`src/rtl/jk_pkg.sv`:
```
// Shared definitions for the multi-mode flip-flop register bank.
// Mode encodings and the single-bit next-state rule.
package jk_pkg;

    localparam logic [1:0] MODE_JK = 2'b00;
    localparam logic [1:0] MODE_SR = 2'b01;
    localparam logic [1:0] MODE_D  = 2'b10;
    localparam logic [1:0] MODE_T  = 2'b11;

    // SR with S=R=1 holds; the illegal flag is raised separately.
    function automatic logic next_bit(
        input logic [1:0] mode,
        input logic       q,
        input logic       j,
        input logic       k
    );
        logic n;
        n = q;
        unique case (mode)
            MODE_JK: n = (j & ~q) | (~k & q);
            MODE_SR: n = (j & ~k) | (q & ~(k & ~j));
            MODE_D:  n = j;
            MODE_T:  n = q ^ j;
            default: n = q;
        endcase
        return n;
    endfunction

endpackage

```
`src/rtl/jk_cell.sv`:
```
// One storage bit of the register bank: next-state logic and
// the illegal-SR indication for that bit.
module jk_cell
    import jk_pkg::*;
(
    input  logic [1:0] mode,
    input  logic       en,
    input  logic       q,
    input  logic       j,
    input  logic       k,
    output logic       d,
    output logic       ill
);

    assign d   = en ? next_bit(mode, q, j, k) : q;
    assign ill = en & (mode == MODE_SR) & j & k;

endmodule

```
`src/rtl/jk_register_bank.sv`:
```
// WIDTH-bit register of JK/SR/D/T cells with a sticky illegal-SR
// flag, a change pulse and a saturating activity counter.
module jk_register_bank
    import jk_pkg::*;
#(
    parameter int               WIDTH     = 8,
    parameter logic [WIDTH-1:0] RESET_VAL = {WIDTH{1'b0}},
    parameter int               CNT_W     = 16
) (
    input  logic             clk,
    input  logic             rst,
    input  logic [1:0]       mode,
    input  logic [WIDTH-1:0] en,
    input  logic [WIDTH-1:0] j,
    input  logic [WIDTH-1:0] k,
    input  logic             err_clr,
    output logic [WIDTH-1:0] q,
    output logic [WIDTH-1:0] qn,
    output logic             chg,
    output logic             sr_err,
    output logic [CNT_W-1:0] act_cnt
);

    logic [WIDTH-1:0] q_q, q_d;
    logic [WIDTH-1:0] ill;
    logic             chg_q, chg_d;
    logic             err_q, err_d;
    logic [CNT_W-1:0] cnt_q, cnt_d;

    for (genvar i = 0; i < WIDTH; i++) begin : g_cell
        jk_cell u_cell (
            .mode (mode),
            .en   (en[i]),
            .q    (q_q[i]),
            .j    (j[i]),
            .k    (k[i]),
            .d    (q_d[i]),
            .ill  (ill[i])
        );
    end

    // A new illegal event outranks a same-edge clear.
    always_comb begin
        chg_d = (q_d != q_q);
        err_d = err_q;
        if (|ill) begin
            err_d = 1'b1;
        end else if (err_clr) begin
            err_d = 1'b0;
        end
        cnt_d = cnt_q;
        if (chg_d && (cnt_q != {CNT_W{1'b1}})) begin
            cnt_d = cnt_q + {{(CNT_W-1){1'b0}}, 1'b1};
        end
    end

    always_ff @(posedge clk or negedge rst) begin
        if (!rst) begin
            q_q   <= RESET_VAL;
            chg_q <= 1'b0;
            err_q <= 1'b0;
            cnt_q <= '0;
        end else begin
            q_q   <= q_d;
            chg_q <= chg_d;
            err_q <= err_d;
            cnt_q <= cnt_d;
        end
    end

    assign q       = q_q;
    assign qn      = ~q_q;
    assign chg     = chg_q;
    assign sr_err  = err_q;
    assign act_cnt = cnt_q;

endmodule

```
`config.mk`:
```
export PLATFORM = sky130hd
export DESIGN_NAME = jk_register_bank
export DESIGN_NICKNAME = d
export VERILOG_FILES = /design/src/rtl/jk_pkg.sv /design/src/rtl/jk_cell.sv /design/src/rtl/jk_register_bank.sv
export SDC_FILE = /design/constraint.sdc
export NUM_CORES = 1
export LEC_CHECK = 0
export BUFFER_PORTS_ARGS = -buffer_cell sky130_fd_sc_hd__buf_2
export CAP_MARGIN = 5
export CORE_ASPECT_RATIO = 0.5
export CORE_MARGIN = 8
export CORE_UTILIZATION = 35
export CTS_CLUSTER_DIAMETER = 60
export CTS_CLUSTER_SIZE = 25
export DETAILED_ROUTE_END_ITERATION = 8
export PLACE_DENSITY = 0.62
export SYNTH_ARGS = -nofsm -noshare
export SYNTH_HDL_FRONTEND = slang
export SYNTH_SLANG_ARGS = --single-unit
export TNS_END_PERCENT = 5
```
`constraint.sdc`:
```
create_clock -name clk -period 4.9 [get_ports clk]
set_input_delay 0.735 -clock clk [delete_from_list [all_inputs] [get_ports clk]]
set_output_delay 0.735 -clock clk [all_outputs]
set_load 0.02 [all_outputs]
```
==> results of run 1 <==
## through the flow
stage | std cells | area (um^2) | hold slack, ns
floorplan | 222 | 1930 | 0.439
global placement | 341 | 2210 | 0.475
detailed placement | 341 | 2210 | 0.474
CTS | 345 | 2280 | 0.479
global route | 345 | 2280 | 0.501
finish | 345 | 2280 | 0.448
## state kept, by name, indices dropped and copies added (netlist names)
register	cells
act_cnt	16
q	8
chg	1
sr_err	1
## layout by cell type, fill, tap and decap left out, types with 3 or more instances in the layout
cell type,instances
nor2_1,15
a21boi_0,5
inv_1,11
o21ai_0,5
a2bb2oi_1,3
nand3_1,10
a31oi_1,3
buf_2,62
nand4_2,3
nor3_1,3
and3_1,13
nor2b_1,5
nand3_2,5
o211ai_1,3
a221oi_1,3
dfrtp_1,26
xor2_1,3
nand4_1,4
xnor2_1,16
a21oi_1,19
nand2_1,14
clkbuf_8,3
a22oi_1,4
nand3b_1,3
o22ai_1,9
## cell families after synthesis
family	count (synthesis)	synth area share (%)
fa+ha+maj	1	0.649
mux	2	1.17
flops	26	33.8
xor+xnor	19	8.64
buf+inv	28	8.64
compound gates	67	23.0
simple gates	79	24.2
## area by class of cell
| type | instances | area [um^2] |
|---|---|---|
| Fill cell | 550 | 3120 |
| Tap cell | 73 | 91.3 |
| Multi-Input combinational cell | 168 | 1110 |
| Clock inverter | 1 | 30.0 |
| Clock buffer | 3 | 41.3 |
| Inverter | 12 | 45.0 |
| Sequential cell | 26 | 651 |
| Timing Repair Buffer | 62 | 310 |
## power by group through the flow
| stage | Clock (mW) | Sequential (mW) | Combinational [mW] |
|---|---|---|---|
| 3_5_place_dp | 0 | 0.317 | 0.330 |
| 4_1_cts | 0.190 | 0.315 | 0.329 |
| 2_1_floorplan | 0 | 0.348 | 0.200 |
| 3_3_place_gp | 0 | 0.318 | 0.322 |
| 5_1_grt | 0.199 | 0.324 | 0.354 |
| 6_report | 0.186 | 0.315 | 0.324 |
## final timing paths
check	startpoint	cells past startpoint	endpoint
min in group clk	act_cnt[14]	1	act_cnt[14]
max in group asynchronous	rst	1	q[5]
hold / removal	rst	1	q[3]
setup reg to reg	act_cnt[0]	7	act_cnt[1]
setup / recovery	mode[1]	8	act_cnt[1]
hold reg to reg	act_cnt[14]	1	act_cnt[14]
## worst max-delay path, cell delays in order
cell and delay [ns]:
buf_2 0.35, nor2b_2 0.58, a221oi_1 0.18, a2111oi_0 0.34, and3_1 0.27, nand4_4 0.27
nand2_1 0.21, mux2_1 0.34
## routing by layer
layer	global-route usage, %	vias up	routed length [um]	share of wire, %
li1	-	910	-	-
met5	0	-	0	0
met2	21.3	60	2510	47
met4	2.47	0	30	0.56
met3	3.79	2	353	6.6
met1	15.0	914	2490	46
==> out/results.tsv, run 1 <==
metric	value	unit
outcome	finished clean	
vias in the first global route	1767	
YS warnings	0	
Final Util	42.2	%
synthesized instance count	222	
pre-CTS setup slack	1.49	ns
Die Area	8280	um^2
Die W	121	um
top area cells in the synthesized netlist	dfrtp_1 (34%), xnor2_1 (7.3%), a21oi_1 (4.9%)	
Slew HR	59.7	%
CTS Buf Count	3	
CP Data Arrival Time	3.28	ns
async set-reset flop share out of synthesis	100	%
initial antenna violation count	0	
IO Port Bufs	62	
total congestion overflow	0	
GRT Total Usage	12.3	%
Critical Path Sink Type	register	
Vias/cell	5.47	
NetSw	329	uW
Root Driver	clkbuf_8	
row count	19	
final worst setup slack	1.78	ns
fin. max-slew vios	0	
Post-Route Setup TNS	0	ns
H-Tree Level Count	1	
syn avg cell area	8.68	um^2
IO Pins	63	
Layout area overhead	18.2	%
Placer Congestion	0.800	
Final period util	63.6	%
Pint	496	uW
core area	5400	um^2
Via Count	1886	
first-pass GRT wire length	8270	um
DRC violations left	0	
register-to-register setup slack	2.62	ns
1st-pass router iterations	4	
# Max-Cap Violations	0	
Max Fclk	321	MHz
startpoint types	primary input	
wire per inst	15.6	um
Hold Buf Count CTS	0	
Cell Pwr Density	362	nW/um^2
maximum vdd drop	0.000222	V
share of the synthesized area in the top cell type	33.8	%
RSZ-0062 raised after global routing	false	
critical path peak fanout	22	
leak pwr	1.08	nW
cts repair resizes	0	
Netlist cell types	45	
Worst-Margin Slew	0.604	ns
final setup fails	0	
Final nets	303	
commonest cells in the netlist	dfrtp_1 (26), a21oi_1 (19), xnor2_1 (16)	
worst-skew pair later-pin latency	0.28	ns
Reg clk slew, reported paths	0.10	ns
Mapped Area	1930	um^2
most used flip-flop cell after synthesis	dfrtp_1	
Routed WL	5390	um
CTS tree	done	
Final Hold Fails	0	
Final Critical Period	3.12	ns
layout cells sized above 1	28.3	%
syn_nets	252	
Setup CP Type	primary input to register	
Logic pwr share	39.3	%
CTS sink cnt	26	
Antenna Nets Post-Route	0	
most frequent cell after synthesis	dfrtp_1	
Overall Power	826	uW
switching portion of total power	39.9	%
critical path data required time	5.07	ns
Yosys reg bits	26	
Antenna Cells	0	
register area share after synthesis	33.8	%
post-synth top area cell	dfrtp_1	
Chip Height	68.5	um
largest net degree at the start of global routing	27	
Hold Crit Class	primary input to async pin	
Worst Skew	0.00330	ns
Starting Density	35.7	%
Post-CTS Setup Bufs	0	
clock power share	22.5	%
Iter 0 DRT Violations	98	
CTS Buffer Depth	2	
Post-DP HPWL	4040	um
register share of total power	38.2	%
EDFF count, synth	0	
Power figures use the tool's default switching activity.
==> run 2, diff against run 1 <==
--- a/config.mk
+++ b/config.mk
@@ -13,7 +13,7 @@
 export CTS_CLUSTER_DIAMETER = 60
 export CTS_CLUSTER_SIZE = 25
 export DETAILED_ROUTE_END_ITERATION = 8
-export PLACE_DENSITY = 0.62
+export PLACE_DENSITY = 0.64
 export SYNTH_ARGS = -nofsm -noshare
 export SYNTH_HDL_FRONTEND = slang
 export SYNTH_SLANG_ARGS = --single-unit
==> constraint.sdc (replaced) <==
create_clock -name clk -period 2.5 [get_ports clk]
set_input_delay 0.375 -clock clk [delete_from_list [all_inputs] [get_ports clk]]
set_output_delay 0.375 -clock clk [all_outputs]
set_load 0.02 [all_outputs]
==> run 2 against run 1 <==
  * Critical path type unchanged
  * Utilization up 0.97 points
  * Setup slack worse by 1.3 ns
  * Clock skew increased by 0.00092 ns
  * Count of clock-buffer cells in the layout did not move
  * Flip-flop and latch count stayed put
  * Routed wire length up 0.15%
  * Critical endpoint unchanged
  * Via count up 1.0%
==> out/results.tsv, run 2 (synthesized netlist as in run 1, its figures left out) <==
metric	value	unit	change
outcome	finished clean		unchanged
CTS Buf Count	3		unchanged
cts repair resizes	0		unchanged
Final Critical Period	2.00	ns	
row count	19		unchanged
Hold Buf Count CTS	0		unchanged
Root Driver	clkbuf_8		unchanged
area of placed instances	2260	um^2	was 2210 um^2
Final period util	80.1	%	
largest net degree at the start of global routing	27		unchanged
R2R Path End	act_cnt[1]		unchanged
Setup CP Type	primary input to register		unchanged
leak pwr	1.12	nW	was 1.08 nW
worst-skew pair later-pin latency	0.28	ns	about the same
CTS sink cnt	26		unchanged
initial antenna violation count	0		unchanged
commonest non-fill, non-tap cell in the layout	buf_2		unchanged
maximum vdd drop	0.000416	V	was 0.000222 V
Routed WL	5390	um	about the same
final worst setup slack	0.498	ns	was 1.78 ns
Die W	121	um	unchanged
Slew HR	59.3	%	was 59.7%
Reg area	651	um^2	unchanged
CP Data Arrival Time	2.18	ns	was 3.28 ns
cell count of the worst reg-to-reg path	7		unchanged
Antenna Nets Post-Route	0		unchanged
H-Tree Level Count	1		unchanged
1st-pass router iterations	5		was 4
Post-Route Setup TNS	0	ns	unchanged
Worst-Margin Slew	0.610	ns	was 0.604 ns
Cell Pwr Density	698	nW/um^2	was 362 nW/um^2
IO Port Bufs	62		unchanged
Vias/cell	5.41		was 5.47
Die Area	8280	um^2	unchanged
Iter 0 DRT Violations	71		was 98
wire per inst	15.3	um	was 15.6 um
Design Area, Final	2330	um^2	was 2280 um^2
Chip Height	68.5	um	unchanged
Critical Path Sink Type	register		unchanged
Starting Density	35.7	%	unchanged
Post-CTS Setup Bufs	0		unchanged
layout cells sized above 1	30.1	%	was 28.3%
fin. max-slew vios	0		unchanged
Max Fclk	499	MHz	
final setup fails	0		unchanged
Reg clk slew, reported paths	0.10	ns	about the same
Placer Congestion	0.821		was 0.800
GRT Total Usage	13.3	%	was 12.3%
CTS tree	done		unchanged
Via Count	1905		was 1886
Final Hold Fails	0		unchanged
multi-input logic area	1110	um^2	unchanged
Hold Crit Class	primary input to async pin		unchanged
Overall Power	1.63	mW	was 826 uW
total congestion overflow	0		unchanged
CTS Buffer Depth	2		unchanged
most frequent cells in the layout	buf_2 (62), dfrtp_1 (26), a21oi_1 (19), xnor2_1 (16), nor2_1 (15)		unchanged
Antenna Cells	0		unchanged
Final nets	310		was 303
startpoint types	primary input		unchanged
core area	5400	um^2	unchanged
Layout area overhead	21.0	%	was 18.2%
register-to-register setup slack	0.59	ns	was 2.62 ns
fill count	534		was 550
RSZ-0062 raised after global routing	false		unchanged
IO Pins	63		unchanged
critical path data required time	2.68	ns	was 5.07 ns
Critical R2R Launch	q[7]		was act_cnt[0]
# Max-Cap Violations	0		unchanged
Largest register FFs	16		unchanged
first-pass GRT wire length	8940	um	was 8270 um
Worst Skew	0.00421	ns	was 0.00330 ns
pre-CTS setup slack	0.186	ns	was 1.49 ns
critical path peak fanout	6		was 22
vias in the first global route	1923		was 1767
DRC violations left	0		unchanged
Post-DP HPWL	4160	um	was 4040 um
## run 2: cell types whose count changed in the layout (fill, tap and decap cells not counted), sizes merged
cell	delta
buf	+7
## run 2: cell type report
type,count,share of cell area [%]
multi-input cells,168,47.6
flip-flops and latches,26,27.9
repair buffers,69,15.6
well taps,73,3.92
inverters,12,1.93
clock buffers,3,1.77
clock inverters,1,1.29
## run 2: through the flow
step / util [%] / hold slack [ns] / std cells
3_3_place_gp: 41.9 / 0.419 / 348
2_1_floorplan: - / 0.0794 / 222
3_5_place_dp: 41.9 / 0.427 / 348
6_report: 43.2 / 0.0897 / 352
4_1_cts: 43.2 / 0.113 / 352
5_1_grt: 43.2 / 0.140 / 352
## run 2: per-layer routing
layer / vias up / track usage [%] / routed length [um]
li1: 926 / - / -
met2: 50 / 23.6 / 2690
met4: 0 / 4.93 / 76
met1: 923 / 15.6 / 2320
met5: - / 0 / 0
met3: 6 / 3.37 / 305
## run 2: power breakdown
group          leakage [nW]  switching, mW  total, mW  internal (mW)
Clock                0.0357          0.149      0.364          0.215
Combinational         0.756          0.389      0.646          0.257
Sequential            0.324          0.105      0.616          0.511
## run 2: worst max path at each step
stage / startpoint / to / slack (ns) / depth (start not counted)
floorplan: mode[0] / act_cnt[1] / 0.45 / 9
global placement: mode[1] / act_cnt[1] / 0.26 / 8
detailed placement: mode[1] / act_cnt[1] / 0.19 / 8
CTS: mode[1] / act_cnt[1] / 0.50 / 8
global route: mode[1] / act_cnt[1] / 0.31 / 8
finish: mode[1] / act_cnt[1] / 0.50 / 8
## run 2: critical path: stages
cell and delay [ns]:
buf_2 0.14, and2b_1 0.32, a21oi_1 0.12, a2111oi_0 0.39, and3_1 0.28, nand4_4 0.10, nand2_1 0.13, mux2_1 0.32
==> run 3, diff against run 2 <==
--- a/config.mk
+++ b/config.mk
@@ -13,7 +13,7 @@
 export CTS_CLUSTER_DIAMETER = 60
 export CTS_CLUSTER_SIZE = 25
 export DETAILED_ROUTE_END_ITERATION = 8
-export PLACE_DENSITY = 0.64
+export PLACE_DENSITY = 0.62
 export SYNTH_ARGS = -nofsm -noshare
 export SYNTH_HDL_FRONTEND = slang
 export SYNTH_SLANG_ARGS = --single-unit
==> constraint.sdc (replaced) <==
create_clock -name clk -period 2.09 [get_ports clk]
set_input_delay 0.3135 -clock clk [delete_from_list [all_inputs] [get_ports clk]]
set_output_delay 0.3135 -clock clk [all_outputs]
set_load 0.02 [all_outputs]
==> run 3 against run 2 <==
  * Cell count rose by 4.8%
  * First-iteration DRC count rose by 15%
  * Critical path depth fell by 1
  * Total power rose by 23%
  * Register-to-register slack got worse by 0.44 ns
  * Utilization rose by 2.6 points
  * Combinational power rose by 26%
  * Die area did not move
  * Via count rose by 4.1%
  * Global-route usage rose by 0.54 points
  * Routed wire length rose by 4.5%
  * Critical path type is now register to register
  * Largest cell class unchanged
==> out/results.tsv, run 3 (synthesized netlist as in run 1, its figures left out) <==
metric	value	unit	change
R2R Path End	act_cnt[1]		unchanged
Antenna Nets Post-Route	0		unchanged
CTS Buffer Depth	2		unchanged
fin. max-slew vios	0		unchanged
Hold Buf Count CTS	0		unchanged
NetSw	792	uW	was 643 uW
Iter 0 DRT Violations	82		was 71
Slew HR	60.2	%	was 59.3%
Pint	1.20	mW	was 983 uW
Chip Height	68.5	um	unchanged
initial antenna violation count	0		unchanged
WHS	0.0206	ns	was 0.0897 ns
Setup CP Type	register to register		was primary input to register
clock power share	21.9	%	was 22.4%
Layout area overhead	28.2	%	was 21.0%
Vias/cell	5.37		was 5.41
area of placed instances	2400	um^2	was 2260 um^2
vias in the first global route	2069		was 1923
first-pass GRT wire length	9420	um	was 8940 um
Final Critical Period	1.94	ns	
register share of total power	37.2	%	was 37.9%
Routed WL	5640	um	was 5390 um
register-to-register setup slack	0.15	ns	was 0.59 ns
GRT Total Usage	13.8	%	was 13.3%
worst-skew pair later-pin latency	0.28	ns	about the same
Reg clk slew, reported paths	0.10	ns	about the same
switching portion of total power	39.7	%	was 39.6%
Die W	121	um	unchanged
cell count of the worst reg-to-reg path	7		unchanged
CP Data Arrival Time	2.10	ns	was 2.18 ns
Post-CTS Setup Bufs	0		unchanged
Final Hold Fails	0		unchanged
largest net degree at the start of global routing	27		unchanged
Final Util	45.8	%	was 43.2%
leak pwr	1.20	nW	was 1.12 nW
Worst Skew	0.00760	ns	was 0.00421 ns
Placer Congestion	0.820		was 0.821
Antenna Cells	0		unchanged
Worst-Margin Slew	0.596	ns	was 0.610 ns
Final nets	327		was 310
Hold Crit Class	primary input to async pin		unchanged
H-Tree Level Count	1		unchanged
total congestion overflow	0		unchanged
# Max-Cap Violations	0		unchanged
Final period util	92.7	%	
Critical R2R Launch	q[7]		unchanged
CTS tree	done		unchanged
commonest non-fill, non-tap cell in the layout	buf_2		unchanged
RSZ-0062 raised after global routing	false		unchanged
CTS Buf Count	3		unchanged
core area	5400	um^2	unchanged
Post-DP HPWL	4450	um	was 4160 um
Logic pwr share	40.9	%	was 39.7%
cts repair resizes	0		unchanged
IO Port Bufs	62		unchanged
Max Fclk	516	MHz	
Die Area	8280	um^2	unchanged
critical path peak fanout	6		unchanged
1st-pass router iterations	4		was 5
Via Count	1983		was 1905
CTS sink cnt	26		unchanged
Largest register FFs	16		unchanged
startpoint types	register		was primary input
DRC violations left	0		unchanged
maximum vdd drop	0.000708	V	was 0.000416 V
layout cells sized above 1	34.1	%	was 30.1%
Critical Path Sink Type	register		unchanged
IO Pins	63		unchanged
wire per inst	15.3	um	about the same
most frequent cells in the layout	buf_2 (62), dfrtp_1 (26), buf_4 (23), a21oi_1 (19), xnor2_1 (16)		was buf_2 (62), dfrtp_1 (26), a21oi_1 (19), xnor2_1 (16), nor2_1 (15)
Cell Pwr Density	808	nW/um^2	was 698 nW/um^2
final setup fails	0		unchanged
Design Area, Final	2470	um^2	was 2330 um^2
fill count	545		was 534
Starting Density	35.7	%	unchanged
outcome	finished clean		unchanged
critical path data required time	2.26	ns	was 2.68 ns
Root Driver	clkbuf_8		unchanged
Post-Route Setup TNS	0	ns	unchanged
row count	19		unchanged
run 3: cell count changes in the layout (fill, tap and decap cells not counted):
| cell | delta |
|---|---|
| buf_12 | +1 |
| buf_4 | +16 |
run 3: power groups by stage:
stage	clock network, mW	logic, mW	registers (mW)
final	0.438	0.816	0.743
after global routing	0.472	0.893	0.766
after CTS	0.450	0.827	0.744
after detailed placement	0	0.822	0.753
after global placement	0	0.805	0.745
after floorplan	0	0.468	0.815
run 3: final cells by class:
class / count / area, um^2 / share of cell area, %
multi-input combinational: 168 / 1110 / 44.9
sequential: 26 / 651 / 26.3
timing repair buffer: 86 / 503 / 20.4
tap: 73 / 91.3 / 3.70
inverter: 12 / 45.0 / 1.82
clock buffer: 3 / 41.3 / 1.67
clock inverter: 1 / 30.0 / 1.22
run 3: how the worst max path moves through the flow:
stage | startpoint | slack [ns] | depth (start not counted) | to
finish | q[7] | 0.15 | 7 | act_cnt[1]
global route | q[7] | 0.04 | 8 | act_cnt[13]
CTS | q[3] | 0.17 | 8 | act_cnt[6]
detailed placement | mode[1] | -0.10 | 11 | act_cnt[13]
global placement | mode[1] | -0.10 | 10 | act_cnt[1]
floorplan | mode[0] | 0.10 | 9 | act_cnt[1]
run 3: stage by stage:
stage	setup slack [ns]	std cells	total power, mW
finish	0.153	369	2.00
detailed placement	-0.102	365	1.57
global placement	-0.103	365	1.55
floorplan	0.105	222	1.28
global route	0.0361	369	2.13
CTS	0.174	369	2.02
run 3: routing by layer:
| metal | vias up | wire length (um) | GRT usage [%] | part of all wire [%] |
|---|---|---|---|---|
| li1 | 965 | - | - | - |
| met1 | 965 | 2540 | 16.9 | 45 |
| met2 | 45 | 2740 | 24.1 | 49 |
| met3 | 8 | 274 | 3.54 | 4.9 |
| met4 | 0 | 83 | 4.01 | 1.5 |
| met5 | - | 0 | 0 | 0 |
run 3: worst max-delay path, stage by stage, from the launching register on:
cell and delay (ns):
dfrtp_1 0.45, o211ai_1 0.11, a221oi_1 0.08, a2111oi_0 0.37, and3_1 0.28, nand4_4 0.10
nand2_1 0.11, mux2_1 0.32
